File: src/rtl/lsu_rmw.sv
// Load/store unit: byte-addressed loads/stores as whole-word reads and
// read-modify-write stores, splitting word-crossing accesses in two.
module lsu_rmw #(
    parameter bit ALLOW_MISALIGNED = 1'b1
) (
    input  logic        clk,
    input  logic        rst,
    input  logic        req,
    input  logic        we,
    input  logic [2:0]  funct3,
    input  logic [31:0] addr,
    input  logic [31:0] wdata,
    output logic [31:0] rdata,
    output logic        done,
    output logic        err,
    output logic        busy,
    output logic [31:0] mem_addr,
    output logic [4:0]  rmem,
    output logic [3:0]  wmem,
    output logic [31:0] store_data,
    input  logic [31:0] load_data
);

    typedef enum logic [2:0] {
        IDLE, RD_LO, RD_HI, WR_LO, WR_HI, DONE
    } state_e;

    state_e      state_q, state_d;
    logic [31:0] addr_q, wdata_q, lo_q, hi_q, rdata_q;
    logic [2:0]  f3_q;
    logic        we_q, err_q;

    function automatic logic [2:0] size_of(input logic [1:0] f);
        unique case (f)
            2'b00:   size_of = 3'd1;
            2'b01:   size_of = 3'd2;
            default: size_of = 3'd4;
        endcase
    endfunction

    function automatic logic [3:0] lanes_of(input logic [1:0] f);
        unique case (f)
            2'b00:   lanes_of = 4'b0001;
            2'b01:   lanes_of = 4'b0011;
            default: lanes_of = 4'b1111;
        endcase
    endfunction

    logic cross_in, illegal_in, cross_q;

    assign cross_in = ({1'b0, addr[1:0]} + size_of(funct3[1:0])) > 3'd4;
    assign cross_q  = ({1'b0, addr_q[1:0]} + size_of(f3_q[1:0])) > 3'd4;

    always_comb begin
        illegal_in = 1'b0;
        if (we) begin
            illegal_in = funct3 > 3'b010;
        end else begin
            illegal_in = (funct3 == 3'b011) || (funct3 == 3'b110) ||
                         (funct3 == 3'b111);
        end
        if (cross_in && !ALLOW_MISALIGNED) begin
            illegal_in = 1'b1;
        end
    end

    // Word indices of the two halves; w1 wraps within the 30-bit space
    logic [29:0] w0, w1;
    assign w0 = addr_q[31:2];
    assign w1 = w0 + 30'd1;

    // Store merge over the {hi, lo} word pair
    logic [7:0]  bmask;
    logic [63:0] bitmask, data64, merged;

    always_comb begin
        bmask   = {4'b0000, lanes_of(f3_q[1:0])} << addr_q[1:0];
        data64  = 64'(wdata_q) << {addr_q[1:0], 3'b000};
        bitmask = '0;
        for (int i = 0; i < 8; i++) begin
            bitmask[i*8 +: 8] = {8{bmask[i]}};
        end
        merged = ({hi_q, lo_q} & ~bitmask) | (data64 & bitmask);
    end

    // Load extract uses the word being read this cycle, not yet registered
    logic [31:0] lo_v, hi_v, sh, ld_res;

    always_comb begin
        lo_v = (state_q == RD_LO) ? load_data : lo_q;
        hi_v = (state_q == RD_HI) ? load_data : hi_q;
        sh   = 32'({hi_v, lo_v} >> {addr_q[1:0], 3'b000});
        unique case (f3_q[1:0])
            2'b00:   ld_res = f3_q[2] ? {24'b0, sh[7:0]}
                                      : {{24{sh[7]}}, sh[7:0]};
            2'b01:   ld_res = f3_q[2] ? {16'b0, sh[15:0]}
                                      : {{16{sh[15]}}, sh[15:0]};
            default: ld_res = sh;
        endcase
    end

    always_ff @(posedge clk or posedge rst) begin
        if (rst) begin
            state_q <= IDLE;
        end else begin
            state_q <= state_d;
        end
    end

    always_comb begin
        state_d = state_q;
        unique case (state_q)
            IDLE:    if (req) state_d = illegal_in ? DONE : RD_LO;
            RD_LO:   state_d = cross_q ? RD_HI : (we_q ? WR_LO : DONE);
            RD_HI:   state_d = we_q ? WR_LO : DONE;
            WR_LO:   state_d = cross_q ? WR_HI : DONE;
            WR_HI:   state_d = DONE;
            DONE:    state_d = IDLE;
            default: state_d = IDLE;
        endcase
    end

    always_comb begin
        mem_addr   = '0;
        rmem       = '0;
        wmem       = '0;
        store_data = '0;
        unique case (state_q)
            RD_LO: begin
                mem_addr = {2'b00, w0};
                rmem     = 5'b01111;
            end
            RD_HI: begin
                mem_addr = {2'b00, w1};
                rmem     = 5'b01111;
            end
            WR_LO: begin
                mem_addr   = {2'b00, w0};
                wmem       = 4'b1111;
                store_data = merged[31:0];
            end
            WR_HI: begin
                mem_addr   = {2'b00, w1};
                wmem       = 4'b1111;
                store_data = merged[63:32];
            end
            default: ;
        endcase
    end

    always_ff @(posedge clk or posedge rst) begin
        if (rst) begin
            addr_q  <= '0;
            wdata_q <= '0;
            f3_q    <= '0;
            we_q    <= 1'b0;
            err_q   <= 1'b0;
            lo_q    <= '0;
            hi_q    <= '0;
            rdata_q <= '0;
        end else begin
            if (state_q == IDLE && req) begin
                addr_q  <= addr;
                wdata_q <= wdata;
                f3_q    <= funct3;
                we_q    <= we;
                err_q   <= illegal_in;
            end
            if (state_q == RD_LO) lo_q <= load_data;
            if (state_q == RD_HI) hi_q <= load_data;
            if (state_d == DONE && state_q != DONE) begin
                rdata_q <= (state_q == IDLE || we_q) ? 32'd0 : ld_res;
            end
        end
    end

    assign done  = state_q == DONE;
    assign err   = done & err_q;
    assign busy  = (state_q != IDLE) && (state_q != DONE);
    assign rdata = rdata_q;

endmodule
File: config.mk
export PLATFORM = sky130hd
export DESIGN_NAME = lsu_rmw
export DESIGN_NICKNAME = d
export VERILOG_FILES = /design/src/rtl/lsu_rmw.sv
export SDC_FILE = /design/constraint.sdc
export NUM_CORES = 1
export LEC_CHECK = 0
export BUFFER_PORTS_ARGS = -buffer_cell sky130_fd_sc_hd__buf_4
export CAP_MARGIN = 20
export CELL_PAD_IN_SITES_DETAIL_PLACEMENT = 1
export CELL_PAD_IN_SITES_GLOBAL_PLACEMENT = 2
export CORE_ASPECT_RATIO = 2
export CORE_MARGIN = 10
export CORE_UTILIZATION = 32
export DETAILED_ROUTE_END_ITERATION = 16
export GPL_TIMING_DRIVEN = 1
export PLACE_DENSITY = 0.82
export SLEW_MARGIN = 5
export SYNTH_ARGS = -nofsm -noshare
export SYNTH_HDL_FRONTEND = slang
export SYNTH_SLANG_ARGS = --single-unit
File: constraint.sdc
create_clock -name clk -period 7 [get_ports clk]
set_input_delay 0.7 -clock clk [delete_from_list [all_inputs] [get_ports clk]]
set_output_delay 0.7 -clock clk [all_outputs]
set_load 0.1 [all_outputs]
* Word level (Yosys, flattened, before mapping)
Index checks and enable logic that the tools add are counted.
** Word-level totals
- Register bits :: 168
- Bits of input ports :: 103
- Output and inout bits :: 108
- Word-level logic and storage cells :: 64
** Cells by class
- Add/subtract/negate cells :: 2
- Magnitude comparators :: 2
- Equal/unequal tests :: 11
- Shifts and indexed selects :: 3
- Multiplexer cells :: 19
- Bitwise logic cells :: 5
- Reductions and logical operators :: 13
** Operators by type and width (count)
- 2-to-1 mux 32 bit :: 5
- bitwise AND 64 bit :: 2
- case mux 32 bit (2 select lines) :: 2
- NOT 64 bit :: 1
- OR 64 bit :: 1
- << shifter 32 x 5 -> 64 bit :: 1
- >> shifter 64 x 5 -> 32 bit :: 1
- case mux 30 bit (2 select lines) :: 1
- adder 30 x 1 -> 30 bit, second input constant :: 1
- equality test 3 bit, second input constant :: 5
- case mux 3 bit (5 select lines) :: 1
- 2-to-1 mux 3 bit :: 4
- equality test 3 x 2 -> 1 bit, second input constant :: 3
- 2-to-1 mux 4 bit :: 2
- case mux 4 bit (2 select lines) :: 1
- OR reduction 2 bit :: 4
- << shifter 4 x 2 -> 8 bit :: 1
- case mux 3 bit (2 select lines) :: 1
- adder 2 x 3 -> 3 bit :: 1
- equality test 3 x 1 -> 1 bit, second input constant :: 1
- > comparator 3 x 2 -> 1 bit, second input constant :: 1
- > comparator 3 bit, second input constant :: 1
- logical AND 1 bit :: 3
- logical NOT 3 bit :: 1
- 7 further kinds :: 10

* Depth between registers and ports, before layout
Gate-level depths: netlist (run 1).
- Depth in word-level cells :: 9
- Mapped depth :: 12
- Depth with buffers taken out :: 10

* Worst setup path after synthesis (run 1)
OpenSTA, ideal clock, no wires.
- Path kind :: register to output
- Start point :: register addr_q[0]
- End point :: output port store_data[24]
- Data arrival time :: 4.167 ns
- Required time :: 6.300 ns
- Slack :: 2.133 ns
- Cell stages (with the launch flop) :: 11
- Path buffers :: 4
- Cell sequence :: dfrtp_1 -> clkbuf_1 -> inv_1 -> clkbuf_1 -> clkbuf_1 -> ha_1 -> nand2b_1 -> and2_1 -> clkbuf_1 -> mux2i_1 -> o21ai_0
** On the way
- Longest elaborated chain between the ends :: 5
- Elaborated cells between the ends (all ways) :: 7
- Classes of those cells :: shift (2); mux (1); bitwise (4)
** RTL lines
- start, declared :: line 29 : logic [31:0] addr_q, wdata_q, lo_q, hi_q, rdata_q;
- start signal, assigned :: line 163 : addr_q <= addr;
- branches (longest 3 deep; another with << shifter 32 x 5 -> 64 bit)
- OR 64 bit (*) :: line 83 : merged = ({hi_q, lo_q} & ~bitmask) | (data64 & bitmask);
- case mux 32 bit (2 select lines) (*) :: line 128 : unique case (state_q)
- end, declared :: line 20 : output logic [31:0] store_data,
Every way passes the cells marked *.

* Final worst setup path (run 1)
- Start point :: register addr_q[0]
- End point :: output port store_data[1]
Same word-level chain as after synthesis.

==> summary.md, run 1 <==
| Metric | Value |
|---|---|
| Ys flop type | dfrtp_1 |
| Vias in the first global route | 9783 |
| Post-CTS Resized | 0 |
| Num CTS Buffers | 17 |
| Max Slew Vio Count | 0 |
| Final wirelength | 41.1 mm |
| Initial core utilization | 32.4% |
| Tmin final | 4.36 ns |
| Post-DR vias/cell | roughly 5.4 |
| Number of setup buffers added after CTS | 0 |
| Clock Sinks | 168 |
| RR Endpoint | rdata[16] |
| Hold Buf Count CTS | 0 |
| R2R setup slack | 3.62 ns |
| Yosys top cell by area | dfrtp_1 |
| Most frequent cells in the layout | nand2_1 (331), buf_4 (222), dfrtp_1 (167) |
| FF+latch count, synth | between 150 and 200 |
| Hpwl dp | 31.7 mm |
| Setup TNS | 0 ns |
| RSZ-0062 raised after global routing | no |
| Skew-Pair Late Insertion Delay | about 0.46 ns |
| Worst path required time | ~6.3 ns |
| Slew @ Worst Pin | ~1.1 ns |
| Initial antenna violation count | 1 |
| Layout cells sized above 1 | 22.4% |
| Die X | 143 um |
| Rows | 89 |
| First-pass GRT wire length | around 62 mm |
| Mean Syn Cell Area | between 8 and 9 um^2 |
| Worst Path Max Fanout | 44 |
| Yosys warns | 0 |
| Area contributors post-synth | dfrtp_1 (44%), nand2_1 (13%), mux2i_1 (9.8%) |
| Clk buf depth | 2 |
| GR Overflow Total | 0 |
| Commonest non-fill, non-tap cell in the layout | nand2_1 |
| Kind of end point of the critical path | output pin |
| CP arrival | 3.66 ns |
| Part of the Yosys area used for sequential elements | 43.8% |
| CP max stage delay | ~0.85 ns |
| CTS H-tree depth | 4 |
| Startpoint Class | flop |
| Total Routing Usage GR | 21.7% |
| Die footprint | 37800 um^2 |
| F_max | 0.230 GHz |
| Root Buffer | clkbuf_16 |
| Critical Path Start | addr_q[0] |
| Distinct cells, synth | 53 |
| Yosys top cell area share | 43.8% |
| Largest net degree at the start of global routing | 105 |
| Port buffer count | 207 |
| Placeable Area | 29600 um^2 |
| Share of the clock period used by the worst path | 62.2% |
| Drt wl/cell | between 20 and 25 um |
| Worst-path cell chain | buf_4 -> nor2_2 -> o22ai_1 -> o21ai_0 -> o22ai_1 -> buf_4 |
| # IOs | 211 |
| Slowest cell on the critical path | o22ai_1 |
| Status | finished clean |
| DR iter-0 viols | 484 |
| Synth async-reset ratio | 100% |
| Post-synth EDFFs | 0 |
| First-pass detailed-route iteration total | 5 |
| Final Wtd Congestion | 0.900 |
| Post-layout nets | 1423 |
| Maxcap violations | 0 |
| Cell area after synthesis | approximately 9600 um^2 |
| DR DRC count | 0 |
| Routed via count | 9118 |
| Reg2reg start | f3_q[0] |
| Worst r2r path cells | 9 |
| Final setup viols | 0 |
| # fillers | 3563 |
| Clock-pin slew on the worst setup and hold paths | 0.07 ns |
| Crit Path Class | reg2out |
| Clock skew | 0.0104 ns |
| DIE HEIGHT | 265 um |
| Syn Inst Count | 1160 |
| Number of antenna-violating nets in the routed design | 0 |
| Worst Hold Class | in2async |
| Slew headroom | 29.6% |
| Endpoints failing hold | 0 |
| Area growth, synth to finish | 24.9% |
| CTS tree | done |
worst max-delay path by stage:
stage | endpoint | depth (start not counted)
after detailed placement | store_data[1] | 6
after floorplan | addr_q[0] | 1
after global placement | store_data[6] | 6
after global routing | store_data[1] | 6
final | store_data[1] | 6
after CTS | store_data[1] | 6
routing by layer:
| layer | vias up | wire length [um] | GRT usage (%) |
|---|---|---|---|
| met5 | - | 0 | 0 |
| met4 | 0 | 2440 | 13.6 |
| met3 | 89 | 1570 | 3.60 |
| met2 | 258 | 22400 | 40.0 |
| met1 | 4488 | 14700 | 21.9 |
| li1 | 4283 | - | - |
synthesized netlist by cell type, drive strengths merged, types with 4 or more instances:
cell    count
a21o        7
o22ai      37
and3       10
a21oi      55
nor4        4
o211ai      5
a22oi       9
mux2       27
inv        42
and2       10
clkbuf     70
o21ai     117
nand2     332
mux2i      94
dfrtp     168
a221oi     11
nand4       7
nor2       54
nor3        6
a31oi       6
o31ai       7
a211oi      8
nand3      20
buf        19
sequential cells by signal (all words and copies together), names as in the netlist:
name and cells:
err_q 1, addr_q 32, we_q 1, state_q 3, lo_q 32, wdata_q 32
hi_q 32, rdata 32, f3_q 3
worst max-delay path: cells and delay by family, from the launching register on:
kind	cells	cell delay (ns)
flip-flops	1	0.77
buffers and inverters	2	0.88
AND/OR/NAND/NOR	1	0.23
AO/OA/AOI/OAI	3	1.28
layout make-up:
type / count / area, um^2 / share of cell area [%]
multi-input cells: 863 / 4890 / 40.8
repair buffers: 224 / 1720 / 14.3
inverters: 42 / 163 / 1.36
well taps: 364 / 455 / 3.80
diodes: 1 / 2.50 / 0.0209
flip-flops and latches: 168 / 4210 / 35.0
clock buffers: 21 / 470 / 3.92
clock inverters: 11 / 87.6 / 0.730
logic make-up after synthesis:
| kind of cell | Yosys count | share of synthesized area, % |
|---|---|---|
| flops | 168 | 43.8 |
| other cells | 1 | 0.0390 |
| simple gates | 459 | 20.0 |
| fa+ha+maj | 4 | 0.599 |
| buf+inv | 131 | 5.60 |
| mux | 122 | 13.2 |
| compound gates | 272 | 16.5 |
| xor+xnor | 3 | 0.274 |
metrics by stage:
step	std cells	setup slack, ns	area, um^2	util (%)	hold slack, ns
floorplan	1162	1.75	9610	-	0.442
global placement	1658	3.29	11400	38.4	0.456
detailed placement	1659	3.14	11400	38.5	0.467
CTS	1691	2.65	12000	40.4	0.406
global route	1694	2.44	12000	40.5	0.158
finish	1694	2.64	12000	40.5	0.159
Power of run 1 is not shown: default switching activity piles up to over one toggle a cycle in this logic, so the estimate is an artifact.
==> run 2: changes to the inputs <==
--- a/config.mk
+++ b/config.mk
@@ -11,10 +11,10 @@
 export CELL_PAD_IN_SITES_GLOBAL_PLACEMENT = 2
 export CORE_ASPECT_RATIO = 2
 export CORE_MARGIN = 10
-export CORE_UTILIZATION = 32
+export CORE_UTILIZATION = 29
 export DETAILED_ROUTE_END_ITERATION = 16
 export GPL_TIMING_DRIVEN = 1
-export PLACE_DENSITY = 0.82
+export PLACE_DENSITY = 0.79
 export SLEW_MARGIN = 5
 export SYNTH_ARGS = -nofsm -noshare
 export SYNTH_HDL_FRONTEND = slang
==> constraint.sdc (replaced) <==
create_clock -name clk -period 3.7 [get_ports clk]
set_input_delay 0.37 -clock clk [delete_from_list [all_inputs] [get_ports clk]]
set_output_delay 0.37 -clock clk [all_outputs]
set_load 0.1 [all_outputs]
==> run 2 against run 1 <==
Count of clock-buffer cells in the layout fell by 4. Cell count increased by 5.1%. Sequential share of layout area fell by 0.99 points. Setup slack lost 2.3 ns. Critical path depth is 3 higher. Critical endpoint is now store_data[30].
==> summary.md, run 2 (same netlist as run 1, synthesis figures left out) <==
| Metric | Value |
|---|---|
| Final Wtd Congestion | 0.918 |
| Final wirelength | 41.0 mm |
| Die footprint | 41200 um^2 |
| Largest net degree at the start of global routing | 66 |
| Clock skew | roughly 0.0093 ns |
| Placeable Area | 32800 um^2 |
| Slew headroom | 43.7% |
| Maxcap violations | 0 |
| Number of antenna-violating nets in the routed design | 0 |
| Root Buffer | clkbuf_16 |
| Worst Path Max Fanout | 10 |
| Clock-pin slew on the worst setup and hold paths | 0.07 ns |
| Clock Sinks | ~170 |
| Skew-Pair Late Insertion Delay | 0.45 ns |
| Initial core utilization | between 20 and 30% |
| Max Slew Vio Count | 0 |
| Kind of end point of the critical path | output pin |
| Commonest non-fill, non-tap cell in the layout | nand2_1 |
| Initial antenna violation count | 0 |
| Worst Hold Class | in2reg |
| Rows | 94 |
| Most frequent cells in the layout | nand2_1 (331), buf_4 (241), dfrtp_1 (167) |
| Num CTS Buffers | 17 |
| Clk buf depth | 2 |
| CTS tree | done |
| DIE HEIGHT | 277 um |
| CP arrival | 3.02 ns |
| Layout cells sized above 1 | 24.0% |
| Crit Path Class | reg2out |
| Setup TNS | 0 ns |
| Area growth, synth to finish | 28.6% |
| Slew @ Worst Pin | 0.821 ns |
| Port buffer count | 207 |
| GR Overflow Total | 0 |
| Startpoint Class | flop |
| First-pass detailed-route iteration total | 4 |
| Status | finished clean |
| Endpoints failing hold | 0 |
| Drt wl/cell | 23.1 um |
| Share of the clock period used by the worst path | 91.7% |
| Total Routing Usage GR | 19.6% |
| F_max | 0.295 GHz |
| DR DRC count | 0 |
| Routed via count | 9110 |
| Hpwl dp | 32.8 mm |
| Post-layout nets | 1443 |
| Tmin final | 3.39 ns |
| # IOs | 211 |
| Final setup viols | 0 |
| RSZ-0062 raised after global routing | no |
| First-pass GRT wire length | 61.5 mm |
| ANT cells | 0 |
| Worst path required time | approximately 3.3 ns |
| Number of setup buffers added after CTS | 0 |
| Vias in the first global route | 9891 |
| DR iter-0 viols | 452 |
| CTS H-tree depth | 4 |
| Die X | 149 um |
| Post-DR vias/cell | 5.12 |
## run 2: final cells by class
type / instances / area, um^2
Fill cell: 3864 / 20500
Multi-Input combinational cell: 863 / 4920
Sequential cell: 168 / 4210
Timing Repair Buffer: 244 / 1860
Tap cell: 432 / 541
Clock buffer: 17 / 425
Clock inverter: 14 / 235
Inverter: 42 / 161
## run 2: metrics by stage
stage	cell area (um^2)	instances	setup WS (ns)	util [%]	hold WS (ns)
finish	12300	1780	0.307	37.6	0.106
global placement	11700	1748	0.709	35.6	0.399
detailed placement	11700	1748	0.656	35.6	0.405
CTS	12300	1780	0.254	37.6	0.0893
global route	12300	1780	0.107	37.6	0.101
floorplan	9640	1162	-0.467	-	0.442
## run 2: routing by layer
layer	part of all wire [%]	GRT usage [%]	vias up
li1	-	-	4322
met1	36	19.6	4457
met2	54	36.6	256
met3	4.4	3.41	75
met4	5.8	11.5	0
met5	0	0	-
## run 2: final timing paths
path,from,end,slack (ns),cells past startpoint
max in group asynchronous,rst,wdata_q[25],2.31,4
hold / removal,wdata[23],wdata_q[23],0.11,3
setup reg to reg,f3_q[1],rdata[16],0.64,9
min in group asynchronous,rst,hi_q[29],0.49,3
setup / recovery,f3_q[1],store_data[30],0.31,9
hold reg to reg,hi_q[24],hi_q[24],0.48,2
## run 2: timing repair
item                                   CTS  global route
endpoints found under the hold margin   12             0
resized for setup                        0             0
setup endpoints to repair                0             0
hold buffers                             1             0
## run 2: critical path, cell delays in order (launching register included)
cell	delay, ns
dfrtp_1	0.57
nor2_1	0.15
ha_1	0.24
nand2b_1	0.23
and2_1	0.36
inv_1	0.11
o22ai_1	0.08
a211oi_1	0.41
a21o_1	0.14
buf_4	0.29
Power of run 2 is left out for the same reason.
==> run 3: changes to the inputs <==
--- a/config.mk
+++ b/config.mk
@@ -9,7 +9,6 @@
 export CAP_MARGIN = 20
 export CELL_PAD_IN_SITES_DETAIL_PLACEMENT = 1
 export CELL_PAD_IN_SITES_GLOBAL_PLACEMENT = 2
-export CORE_ASPECT_RATIO = 2
 export CORE_MARGIN = 10
 export CORE_UTILIZATION = 29
 export DETAILED_ROUTE_END_ITERATION = 16
==> run 3 against run 2 <==
Non-clock buffer count fell by 2. Clock skew up 0.0047 ns. Count of clock-buffer cells in the layout unchanged. Setup slack worse by 0.092 ns. Critical path depth down 3. Core utilization up 0.10 points. First-iteration DRC count increased by 51%. Flip-flop and latch count did not move. Design area decreased by 0.32%.
==> summary.md, run 3 (same netlist as run 1, synthesis figures left out) <==
| Metric | Value |
|---|---|
| Crit Path Class | reg2out |
| Placeable Area | 32600 um^2 |
| Post-DR vias/cell | 5.18 |
| Worst Hold Class | in2reg |
| Post-CTS Resized | 0 |
| Clock Sinks | 168 |
| Initial antenna violation count | 0 |
| Worst Path Max Fanout | 44 |
| Die footprint | approximately 41000 um^2 |
| Total Routing Usage GR | 19.3% |
| Initial core utilization | 29.4% |
| Clock skew | 0.0140 ns |
| Startpoint Class | flop |
| Reg2reg start | f3_q[1] |
| Tmin final | 3.48 ns |
| Slowest cell on the critical path | buf_4 |
| CP top delay family | buffers and inverters |
| First-pass GRT wire length | 61.0 mm |
| CP arrival | 3.11 ns |
| CTS H-tree depth | 4 |
| ANT cells | 0 |
| Endpoints failing hold | 0 |
| Placed cell area | 11700 um^2 |
| Vias in the first global route | 9680 |
| Buf+Inv Stages, Crit Path | 3 |
| Final wirelength | 40.0 mm |
| Slew @ Worst Pin | 0.971 ns |
| GR Overflow Total | 0 |
| RSZ-0062 raised after global routing | no |
| Number of antenna-violating nets in the routed design | 0 |
| Final setup viols | 0 |
| Max Slew Vio Count | 0 |
| Worst path required time | between 3 and 4 ns |
| R2R setup slack | between 0.4 and 0.5 ns |
| Num CTS Buffers | 17 |
| Hold Buf Count CTS | 0 |
| DIE HEIGHT | roughly 200 um |
| # fillers | 3838 |
| # IOs | ~210 |
| CP max stage delay | 0.53 ns |
| CTS tree | done |
| Hpwl dp | 30.3 mm |
| Most used cell, CP | buf_4 |
| Number of setup buffers added after CTS | 0 |
| Storage cell area | 4210 um^2 |
| Clock-pin slew on the worst setup and hold paths | 0.08 ns |
| Port buffer count | 207 |
| Multi-input logic area | 4920 um^2 |
| F_max | 0.287 GHz |
| Largest net degree at the start of global routing | 73 |
| Post-layout nets | 1441 |
| Die X | around 200 um |
| Share of the clock period used by the worst path | 94.2% |
| Kind of end point of the critical path | output pin |
| Hold path start | addr[2] |
| First-pass detailed-route iteration total | 5 |
| Root Buffer | clkbuf_16 |
| Routed via count | 9275 |
| Commonest non-fill, non-tap cell in the layout | nand2_1 |
| Rows | 66 |
| Status | finished clean |
| Final Wtd Congestion | around 0.89 |
| DR iter-0 viols | 682 |
| Critical Path Start | addr_q[0] |
| Most frequent cells in the layout | nand2_1 (331), buf_4 (236), dfrtp_1 (167) |
| Area growth, synth to finish | 28.2% |
| Slew headroom | between 30% and 40% |
| Maxcap violations | 0 |
| Clk buf depth | 2 |
| Skew-Pair Late Insertion Delay | 0.44 ns |
| DR DRC count | 0 |
| Worst-path cell chain | buf_4 -> buf_4 -> nand2_1 -> mux2i_1 -> o22ai_1 -> buf_4 |
| Design area | ~12000 um^2 |
| Layout cells sized above 1 | about 24% |
| Drt wl/cell | about 22 um |
run 3: per-layer routing:
metal	GRT usage [%]	part of all wire, %	vias to the layer above
li1	-	-	4319
met1	25.3	44	4673
met2	32.5	50	258
met3	2.94	4.5	25
met4	4.48	1.2	0
met5	0	0	-
run 3: final timing paths:
check                            endpoint  cells after the start
max                        store_data[23]                      6
min                             addr_q[2]                      3
max reg2reg                     rdata[16]                      9
min reg2reg                         err_q                      1
max in group asynchronous       rdata[11]                      5
min in group asynchronous       rdata[17]                      3
run 3: stage by stage:
stage	setup TNS [ns]	cells	utilization, %	hold WS, ns	setup slack (ns)
global placement	0	1755	35.8	0.453	0.700
floorplan	-2.98	1162	-	0.442	-0.467
global route	0	1789	37.7	0.103	0.0503
detailed placement	0	1755	35.8	0.459	0.509
CTS	0	1787	37.6	0.0875	0.229
finish	0	1789	37.7	0.111	0.215
run 3: worst register-to-register path: stages (launching register included):
cell,delay (ns)
dfrtp_1,0.51
nor2_1,0.30
ha_1,0.20
inv_1,0.05
fa_1,0.37
xor2_1,0.20
a21oi_1,0.12
o221ai_1,0.42
nand2_1,0.56
o31ai_1,0.40
run 3: area by class of cell:
class	count	area share, %
Multi-Input combinational cell	863	40.0
Sequential cell	168	34.2
Clock buffer	17	3.46
Clock inverter	15	1.30
Tap cell	442	4.49
Timing Repair Buffer	242	15.3
Inverter	42	1.31
Power of run 3 is left out for the same reason.
